<file path="src/rtl/pipeline_control_pkg.sv">
// Shared types and constants for the pipeline control slice: FSM state
// encoding, ALU opcode set, default memory timeout and a PC alignment helper.
package pipeline_control_pkg;

  typedef enum logic [1:0] {
    ST_RUN      = 2'd0,
    ST_MEM_WAIT = 2'd1,
    ST_REDIRECT = 2'd2
  } pipe_ctrl_state_t;

  typedef enum logic [3:0] {
    ALU_ADD  = 4'd0,
    ALU_SUB  = 4'd1,
    ALU_AND  = 4'd2,
    ALU_OR   = 4'd3,
    ALU_XOR  = 4'd4,
    ALU_SLL  = 4'd5,
    ALU_SRL  = 4'd6,
    ALU_SRA  = 4'd7,
    ALU_SLT  = 4'd8,
    ALU_SLTU = 4'd9
  } alu_opcode_t;

  localparam int unsigned MEM_TIMEOUT_DEFAULT = 32'd255;

  // Redirect targets are halfword aligned; bit 0 is always forced low.
  function automatic logic [31:0] align_pc(input logic [31:0] addr);
    return addr & 32'hFFFF_FFFE;
  endfunction

endpackage

</file>
<file path="src/rtl/pipeline_control_if.sv">
// Bundle of pipeline status inputs and control outputs exchanged between the
// datapath (master) and the pipeline control block (slave).
interface pipeline_control_if;

  logic        i_id_valid;
  logic [4:0]  i_id_rs1_id;
  logic [4:0]  i_id_rs2_id;
  logic        i_id_uses_rs1;
  logic        i_id_uses_rs2;
  logic        i_ex_valid;
  logic [4:0]  i_ex_rd_id;
  logic        i_ex_is_load;
  logic        i_redirect;
  logic [31:0] i_redirect_addr;
  logic        i_mem_req;
  logic        i_mem_ack;

  logic        o_stall_if;
  logic        o_stall_id;
  logic        o_stall_ex;
  logic        o_flush_if_id;
  logic        o_flush_id_ex;
  logic        o_pc_load;
  logic [31:0] o_pc_target;
  logic        o_mem_timeout;
  logic [31:0] o_stall_cycles;
  logic [31:0] o_redirect_count;

  modport master (
    output i_id_valid, i_id_rs1_id, i_id_rs2_id, i_id_uses_rs1, i_id_uses_rs2,
           i_ex_valid, i_ex_rd_id, i_ex_is_load, i_redirect, i_redirect_addr,
           i_mem_req, i_mem_ack,
    input  o_stall_if, o_stall_id, o_stall_ex, o_flush_if_id, o_flush_id_ex,
           o_pc_load, o_pc_target, o_mem_timeout, o_stall_cycles, o_redirect_count
  );

  modport slave (
    input  i_id_valid, i_id_rs1_id, i_id_rs2_id, i_id_uses_rs1, i_id_uses_rs2,
           i_ex_valid, i_ex_rd_id, i_ex_is_load, i_redirect, i_redirect_addr,
           i_mem_req, i_mem_ack,
    output o_stall_if, o_stall_id, o_stall_ex, o_flush_if_id, o_flush_id_ex,
           o_pc_load, o_pc_target, o_mem_timeout, o_stall_cycles, o_redirect_count
  );

endinterface

</file>
<file path="src/rtl/pipeline_control_hazard_detect.sv">
// Combinational load-use detector: a load in EX whose destination is read by
// the instruction in ID. Writes to x0 never create a dependency.
module hazard_detect (
  input  logic       id_valid_i,
  input  logic [4:0] id_rs1_id_i,
  input  logic [4:0] id_rs2_id_i,
  input  logic       id_uses_rs1_i,
  input  logic       id_uses_rs2_i,
  input  logic       ex_valid_i,
  input  logic [4:0] ex_rd_id_i,
  input  logic       ex_is_load_i,
  output logic       load_use_o
);

  logic rs1_match_s;
  logic rs2_match_s;

  assign rs1_match_s = id_uses_rs1_i & (id_rs1_id_i == ex_rd_id_i);
  assign rs2_match_s = id_uses_rs2_i & (id_rs2_id_i == ex_rd_id_i);
  assign load_use_o  = id_valid_i & ex_valid_i & ex_is_load_i &
                       (ex_rd_id_i != 5'd0) & (rs1_match_s | rs2_match_s);

endmodule

</file>
<file path="src/rtl/pipeline_control.sv">
// Pipeline control FSM: memory stalls, redirects and load-use bubbles with
// zero-latency control outputs and registered stall/redirect counters.
module pipeline_control
  import pipeline_control_pkg::*;
#(
  parameter int unsigned MEM_TIMEOUT = MEM_TIMEOUT_DEFAULT
) (
  input logic               i_clk,
  input logic               i_rst,
  pipeline_control_if.slave bus
);

  pipe_ctrl_state_t state_q, state_d;
  logic [31:0] wait_cnt_q, wait_cnt_d;
  logic [31:0] stall_cycles_q, stall_cycles_d;
  logic [31:0] redirect_count_q, redirect_count_d;

  logic        load_use_s;
  logic        mem_stall_s;
  logic        stall_if_s, stall_id_s, stall_ex_s;
  logic        flush_if_id_s, flush_id_ex_s, pc_load_s, mem_timeout_s;
  logic [31:0] pc_target_s;

  hazard_detect u_hazard_detect (
    .id_valid_i    (bus.i_id_valid),
    .id_rs1_id_i   (bus.i_id_rs1_id),
    .id_rs2_id_i   (bus.i_id_rs2_id),
    .id_uses_rs1_i (bus.i_id_uses_rs1),
    .id_uses_rs2_i (bus.i_id_uses_rs2),
    .ex_valid_i    (bus.i_ex_valid),
    .ex_rd_id_i    (bus.i_ex_rd_id),
    .ex_is_load_i  (bus.i_ex_is_load),
    .load_use_o    (load_use_s)
  );

  assign mem_stall_s = bus.i_mem_req & ~bus.i_mem_ack;

  // Next-state and control decode; reset forces every output low immediately.
  always_comb begin
    state_d       = state_q;
    wait_cnt_d    = wait_cnt_q;
    stall_if_s    = 1'b0;
    stall_id_s    = 1'b0;
    stall_ex_s    = 1'b0;
    flush_if_id_s = 1'b0;
    flush_id_ex_s = 1'b0;
    pc_load_s     = 1'b0;
    pc_target_s   = 32'd0;
    mem_timeout_s = 1'b0;
    if (i_rst) begin
      state_d    = ST_RUN;
      wait_cnt_d = 32'd0;
    end else begin
      case (state_q)
        ST_RUN: begin
          if (mem_stall_s) begin
            stall_if_s = 1'b1;
            stall_id_s = 1'b1;
            stall_ex_s = 1'b1;
            wait_cnt_d = 32'd0;
            state_d    = ST_MEM_WAIT;
          end else if (bus.i_redirect) begin
            pc_load_s     = 1'b1;
            pc_target_s   = align_pc(bus.i_redirect_addr);
            flush_if_id_s = 1'b1;
            flush_id_ex_s = 1'b1;
            state_d       = ST_REDIRECT;
          end else if (load_use_s) begin
            stall_if_s    = 1'b1;
            stall_id_s    = 1'b1;
            flush_id_ex_s = 1'b1;
          end else begin
            state_d = ST_RUN;
          end
        end
        // The cycle that acks or times out releases the stall combinationally.
        ST_MEM_WAIT: begin
          wait_cnt_d = wait_cnt_q + 32'd1;
          if (bus.i_mem_ack) begin
            state_d = ST_RUN;
          end else if (wait_cnt_d == MEM_TIMEOUT) begin
            mem_timeout_s = 1'b1;
            state_d       = ST_RUN;
          end else begin
            stall_if_s = 1'b1;
            stall_id_s = 1'b1;
            stall_ex_s = 1'b1;
          end
        end
        ST_REDIRECT: begin
          flush_if_id_s = 1'b1;
          state_d       = ST_RUN;
        end
        default: begin
          state_d = ST_RUN;
        end
      endcase
    end
  end

  assign stall_cycles_d   = stall_cycles_q + {31'd0, stall_if_s};
  assign redirect_count_d = redirect_count_q + {31'd0, pc_load_s};

  // FSM state, wait counter and performance counters.
  always_ff @(posedge i_clk or posedge i_rst) begin
    if (i_rst) begin
      state_q          <= ST_RUN;
      wait_cnt_q       <= 32'd0;
      stall_cycles_q   <= 32'd0;
      redirect_count_q <= 32'd0;
    end else begin
      state_q          <= state_d;
      wait_cnt_q       <= wait_cnt_d;
      stall_cycles_q   <= stall_cycles_d;
      redirect_count_q <= redirect_count_d;
    end
  end

  assign bus.o_stall_if       = stall_if_s;
  assign bus.o_stall_id       = stall_id_s;
  assign bus.o_stall_ex       = stall_ex_s;
  assign bus.o_flush_if_id    = flush_if_id_s;
  assign bus.o_flush_id_ex    = flush_id_ex_s;
  assign bus.o_pc_load        = pc_load_s;
  assign bus.o_pc_target      = pc_target_s;
  assign bus.o_mem_timeout    = mem_timeout_s;
  assign bus.o_stall_cycles   = stall_cycles_q;
  assign bus.o_redirect_count = redirect_count_q;

endmodule

</file>
<file path="src/flat_wrapper.sv">
// flat-port wrapper written by rule: the top's interface ports become plain ports
module pipeline_control_flat import pipeline_control_pkg::*;
#(
  parameter int unsigned MEM_TIMEOUT = MEM_TIMEOUT_DEFAULT
)
  (i_clk, i_rst, bus_i_id_valid, bus_i_id_rs1_id, bus_i_id_rs2_id, bus_i_id_uses_rs1, bus_i_id_uses_rs2, bus_i_ex_valid, bus_i_ex_rd_id, bus_i_ex_is_load, bus_i_redirect, bus_i_redirect_addr, bus_i_mem_req, bus_i_mem_ack, bus_o_stall_if, bus_o_stall_id, bus_o_stall_ex, bus_o_flush_if_id, bus_o_flush_id_ex, bus_o_pc_load, bus_o_pc_target, bus_o_mem_timeout, bus_o_stall_cycles, bus_o_redirect_count);
  pipeline_control_if bus_i ();
  input logic i_clk;
  input logic i_rst;
  input wire logic [$bits(bus_i.i_id_valid)-1:0] bus_i_id_valid;
  input wire logic [$bits(bus_i.i_id_rs1_id)-1:0] bus_i_id_rs1_id;
  input wire logic [$bits(bus_i.i_id_rs2_id)-1:0] bus_i_id_rs2_id;
  input wire logic [$bits(bus_i.i_id_uses_rs1)-1:0] bus_i_id_uses_rs1;
  input wire logic [$bits(bus_i.i_id_uses_rs2)-1:0] bus_i_id_uses_rs2;
  input wire logic [$bits(bus_i.i_ex_valid)-1:0] bus_i_ex_valid;
  input wire logic [$bits(bus_i.i_ex_rd_id)-1:0] bus_i_ex_rd_id;
  input wire logic [$bits(bus_i.i_ex_is_load)-1:0] bus_i_ex_is_load;
  input wire logic [$bits(bus_i.i_redirect)-1:0] bus_i_redirect;
  input wire logic [$bits(bus_i.i_redirect_addr)-1:0] bus_i_redirect_addr;
  input wire logic [$bits(bus_i.i_mem_req)-1:0] bus_i_mem_req;
  input wire logic [$bits(bus_i.i_mem_ack)-1:0] bus_i_mem_ack;
  output wire logic [$bits(bus_i.o_stall_if)-1:0] bus_o_stall_if;
  output wire logic [$bits(bus_i.o_stall_id)-1:0] bus_o_stall_id;
  output wire logic [$bits(bus_i.o_stall_ex)-1:0] bus_o_stall_ex;
  output wire logic [$bits(bus_i.o_flush_if_id)-1:0] bus_o_flush_if_id;
  output wire logic [$bits(bus_i.o_flush_id_ex)-1:0] bus_o_flush_id_ex;
  output wire logic [$bits(bus_i.o_pc_load)-1:0] bus_o_pc_load;
  output wire logic [$bits(bus_i.o_pc_target)-1:0] bus_o_pc_target;
  output wire logic [$bits(bus_i.o_mem_timeout)-1:0] bus_o_mem_timeout;
  output wire logic [$bits(bus_i.o_stall_cycles)-1:0] bus_o_stall_cycles;
  output wire logic [$bits(bus_i.o_redirect_count)-1:0] bus_o_redirect_count;
  assign bus_i.i_id_valid = bus_i_id_valid;
  assign bus_i.i_id_rs1_id = bus_i_id_rs1_id;
  assign bus_i.i_id_rs2_id = bus_i_id_rs2_id;
  assign bus_i.i_id_uses_rs1 = bus_i_id_uses_rs1;
  assign bus_i.i_id_uses_rs2 = bus_i_id_uses_rs2;
  assign bus_i.i_ex_valid = bus_i_ex_valid;
  assign bus_i.i_ex_rd_id = bus_i_ex_rd_id;
  assign bus_i.i_ex_is_load = bus_i_ex_is_load;
  assign bus_i.i_redirect = bus_i_redirect;
  assign bus_i.i_redirect_addr = bus_i_redirect_addr;
  assign bus_i.i_mem_req = bus_i_mem_req;
  assign bus_i.i_mem_ack = bus_i_mem_ack;
  assign bus_o_stall_if = bus_i.o_stall_if;
  assign bus_o_stall_id = bus_i.o_stall_id;
  assign bus_o_stall_ex = bus_i.o_stall_ex;
  assign bus_o_flush_if_id = bus_i.o_flush_if_id;
  assign bus_o_flush_id_ex = bus_i.o_flush_id_ex;
  assign bus_o_pc_load = bus_i.o_pc_load;
  assign bus_o_pc_target = bus_i.o_pc_target;
  assign bus_o_mem_timeout = bus_i.o_mem_timeout;
  assign bus_o_stall_cycles = bus_i.o_stall_cycles;
  assign bus_o_redirect_count = bus_i.o_redirect_count;
  pipeline_control #(.MEM_TIMEOUT(MEM_TIMEOUT)) u_core (.i_clk(i_clk), .i_rst(i_rst), .bus(bus_i));
endmodule
</file>
<file path="config.mk">
export PLATFORM = sky130hd
export DESIGN_NAME = pipeline_control_flat
export DESIGN_NICKNAME = d
export VERILOG_FILES = /design/src/rtl/pipeline_control_pkg.sv /design/src/rtl/pipeline_control_if.sv /design/src/rtl/pipeline_control_hazard_detect.sv /design/src/rtl/pipeline_control.sv /design/src/flat_wrapper.sv
export SDC_FILE = /design/constraint.sdc
export NUM_CORES = 1
export LEC_CHECK = 0
export ABC_CLOCK_PERIOD_IN_PS = 3510
export BUFFER_PORTS_ARGS = -buffer_cell sky130_fd_sc_hd__buf_2
export CAP_MARGIN = 20
export CELL_PAD_IN_SITES_DETAIL_PLACEMENT = 2
export CELL_PAD_IN_SITES_GLOBAL_PLACEMENT = 2
export CORE_ASPECT_RATIO = 0.8
export CORE_MARGIN = 2
export CORE_UTILIZATION = 29
export CTS_BUF_LIST = sky130_fd_sc_hd__clkbuf_4 sky130_fd_sc_hd__clkbuf_8
export DETAILED_ROUTE_END_ITERATION = 10
export PLACE_DENSITY = 0.86
export SYNTH_ARGS = -nofsm -noshare
export SYNTH_HDL_FRONTEND = slang
export SYNTH_SLANG_ARGS = --single-unit
</file>
<file path="constraint.sdc">
create_clock -name i_clk -period 3.51 [get_ports i_clk]
set_input_delay 0.351 -clock i_clk [delete_from_list [all_inputs] [get_ports i_clk]]
set_output_delay 0.351 -clock i_clk [all_outputs]
set_load 0.02 [all_outputs]
</file>
==> qor.txt <==
Worst EP required -> 3830 ps
Leading post-synthesis cells by cell area -> dfrtp_1 (43%), xnor2_1 (9.0%), and3_1 (6.1%)
Sequential group share of total power -> 0.503
Die ar. -> 20,700 sq um
Multiplexer area fraction after synthesis -> 0.003750
DIE HEIGHT -> 129.1 um
Final Core Density -> 0.4248
Worst-margin pin slew -> 913.2 ps
Critical R2R Launch -> u_core.wait_cnt_q[19]$_DFFE_PP0P_
CTS clk-pin slew, worst paths -> 140 ps
Synth Area in XOR/XNOR -> 0.1313
CP Cell Sequence -> nand4_1, buf_4, or4b_4, o21ai_4, a2111oi_4, o221ai_2, o311ai_2, a21boi_2, ha_2, and3_4, and3_4, and3_4, nor2b_4, nand4_1, xnor2_1
Syn-to-layout area delta -> 42.95%
Setup_tns -> -1471 ps
GR Util All Layers -> 0.2592
Switching component of the power -> 0.9157 mW
R2R depth -> 15
Worst path arrival time -> 4020 ps
Synth Area in Compound Gates -> 0.1035
First-pass GRT wire length -> 40,900 um
DR WL/cell -> 26.74 um
R2R setup slack -> -190 ps
CP max stage cell -> or4b_4
Syn. warnings -> 0
Sequential cell area -> 2466 sq um
CTS max path bufs -> 2
Internal Power -> 1.606 mW
Worst hold margin -> -6.032 ps
Leakage -> 4.142 nW
Final Instance Count excl. Fillers -> 1,113
Adder-Cell Fraction of Synth Area -> 0.01324
Die width -> 160.4 um
Clock sink total -> 98
Critical path endpoint category -> flip-flop
FMAX -> 270.5 MHz
Max-Slew Margin vs Limit -> 0.3912
Root buf cell -> clkbuf_8
IO Port Bufs -> 157
Minimum clock period -> 3698 ps
Synthesized area per cell -> 9.548 sq um
Post-CTS Hold Fix Bufs -> 0
Synth async-reset ratio -> 1.000
Simple-Gate Fraction of Synth Area -> 0.2795
Top cell type by total area after synthesis -> dfrtp_1
Final setup vio count -> 15
Comb power frac -> 0.166
Mapped Cells -> 594
Max-cap violations -> 0
Pin count of the biggest net entering global routing -> 66
Rows -> 45
DRT antenna net count -> 0
I/O pin count -> 160
Hold/Removal Path Class -> input port to async pin
Worst path max stage delay -> 530 ps
Top cell type's share of synthesized area -> 0.4324
Synth unique cells -> 64
Switching Share -> 0.3632
Total core area -> 19,090 sq um
Initial antenna violation count -> 2
Routed WL -> 29,760 um
RePlAce Congestion -> 0.8306
Total global routing overflow -> 0
Multi-input logic area -> 3377 sq um
Syn_nets -> 657
Reg2Reg Capture Point -> u_core.bus.o_stall_cycles[31]$_DFF_PP0_
Final #Nets -> 911
Post-placement cell count -> 1,058
Register area share after synthesis -> 0.4324
Post-DP HPWL -> 16,220 um
Fraction of layout instances using a drive strength above 1 -> 0.4373
Most frequent CP cell -> and3_4
Clk_lat worst skew -> 430 ps
CP startpoint -> u_core.wait_cnt_q[19]$_DFFE_PP0P_
PwrDens -> 311.0 nW/um^2
Clk pwr share -> 0.331
Flops & latches, synth -> 98
Initial core utilization -> 0.2971
Routed vias/inst -> 5.548
Filler instances -> 2,034
First-pass DRT Iterations -> 5
Ys flop type -> dfrtp_1
Max Slew Vio Count -> 0
Final period utilization -> 1.053
Final Hold Vio Count -> 1
Final Skew -> 22.89 ps
Status -> finished, violations left
Largest family of logic cells by synthesized area -> simple AND/OR/NAND/NOR gates
Failing checks -> hold timing, setup timing
CTS Buf Count -> 9
Initial DRC count -> 395
Vias in the first global route -> 6,600
DRC -> 0
Final WS setup -> -187.5 ps
Maximum fanout along the worst path -> 3
Startpoint class of the critical path -> flip-flop
Top-count cell post-synth -> dfrtp_1
RSZ-0062 raised after global routing -> true
Post-synth top cells -> dfrtp_1 (98), nand2_1 (59), xnor2_1 (58)
EDFF count, synth -> 0
CTS tree -> done
Routed via count -> 6,175
Post-Syn Area -> 5672 sq um
H-tree depth -> 3
VDD IR max -> 178.2 uV
Critical path type -> flip-flop to flip-flop
[stage by stage]
step / total power [mW] / setup WS [ps] / hold WS (ps) / area, sq um
finish: 2.521 / -187.5 / -6.032 / 8108
floorplan: 1.469 / -48.43 / 427.0 / 5737
global route: 2.608 / -330.4 / 23.98 / 8108
detailed placement: 1.667 / -433.1 / 459.1 / 7277
global placement: 1.641 / -98.72 / 434.9 / 7277
CTS: 2.475 / -3.552 / 9.402 / 7797
[layout make-up]
type                    count  area share
clock buffers               9     0.01528
diodes                      2   0.0006173
clock inverters             7    0.009722
inverters                   7    0.003549
well taps                 258     0.03981
multi-input cells         458      0.4165
flip-flops and latches     98      0.3042
repair buffers            274      0.2103
[flip-flops by register name, summed over array words and instances (netlist names)]
signal and cells:
u_core.bus.o_stall_cycles 32, u_core.wait_cnt_q 32, u_core.bus.o_redirect_count 32, u_core.state_q 2
[power by group through the flow]
stage	clock network (mW)	logic (mW)	registers, mW
floorplan	0	0.141	1.33
global placement	0	0.372	1.27
detailed placement	0	0.388	1.28
CTS	0.819	0.394	1.26
global route	0.889	0.441	1.28
finish	0.834	0.419	1.27
[worst max path at each step]
stage,slack [ps],cells after the start,end
3_5_place_dp,-430,14,u_core.bus.o_stall_cycles[30]$_DFF_PP0_
4_1_cts,-4,14,u_core.bus.o_stall_cycles[30]$_DFF_PP0_
3_3_place_gp,-100,14,u_core.bus.o_stall_cycles[30]$_DFF_PP0_
6_report,-190,15,u_core.bus.o_stall_cycles[31]$_DFF_PP0_
2_1_floorplan,-50,16,u_core.bus.o_stall_cycles[31]$_DFF_PP0_
5_1_grt,-330,17,u_core.bus.o_stall_cycles[31]$_DFF_PP0_
[cells by family after synthesis]
| group | Yosys count |
|---|---|
| mux | 2 |
| fa+ha+maj | 6 |
| xor+xnor | 85 |
| other cells | 1 |
| buf+inv | 38 |
| flops | 98 |
| compound gates | 91 |
| simple gates | 273 |
[layout by cell type, fill, tap and decap left out, types with 4 or more instances in the layout]
master,synthesis,final
buf_2,6,154
buf_4,3,111
dfrtp_1,98,87
nand2_1,59,54
xnor2_1,58,52
and3_1,55,48
o21ai_0,45,43
nand3_1,41,36
nor2_1,35,32
xor2_1,27,27
nand4_1,17,17
and4_1,13,12
dfrtp_2,0,11
o31ai_1,10,10
clkbuf_8,1,9
buf_6,4,9
and3_4,0,8
a21oi_1,7,7
inv_1,7,6
xnor2_2,0,6
and2_1,5,5
a31oi_1,5,5
nand3_2,3,5
nand3_4,1,4
nor3_4,0,4
nor4_4,2,4
nor3_1,7,4
nor4_1,6,4
inv_8,0,4
[critical path: cells and delay by family (launching register included)]
family	cells	cell delay, ps
and+or+nand+nor	7	1660
DFF	1	420
adders and majority gates	1	230
xor gates and xnor gates	1	160
buffers and inverters	1	210
AOI/OAI and AO/OA	5	900
[timing repair]
action / CTS / global route
endpoints found under the hold margin: 0 / 0
pin swaps: 24 / 21
setup endpoints to repair: 26 / 26
gates resized for setup: 34 / 45
buffers inserted: 23 / 14
[layer usage]
layer | routed length [um] | GRT usage
met5 | 0 | 0
met4 | 1076 | 0.1134
met3 | 1123 | 0.05250
met2 | 15570 | 0.4548
met1 | 11990 | 0.3128
Power figures use the tool's default switching activity.
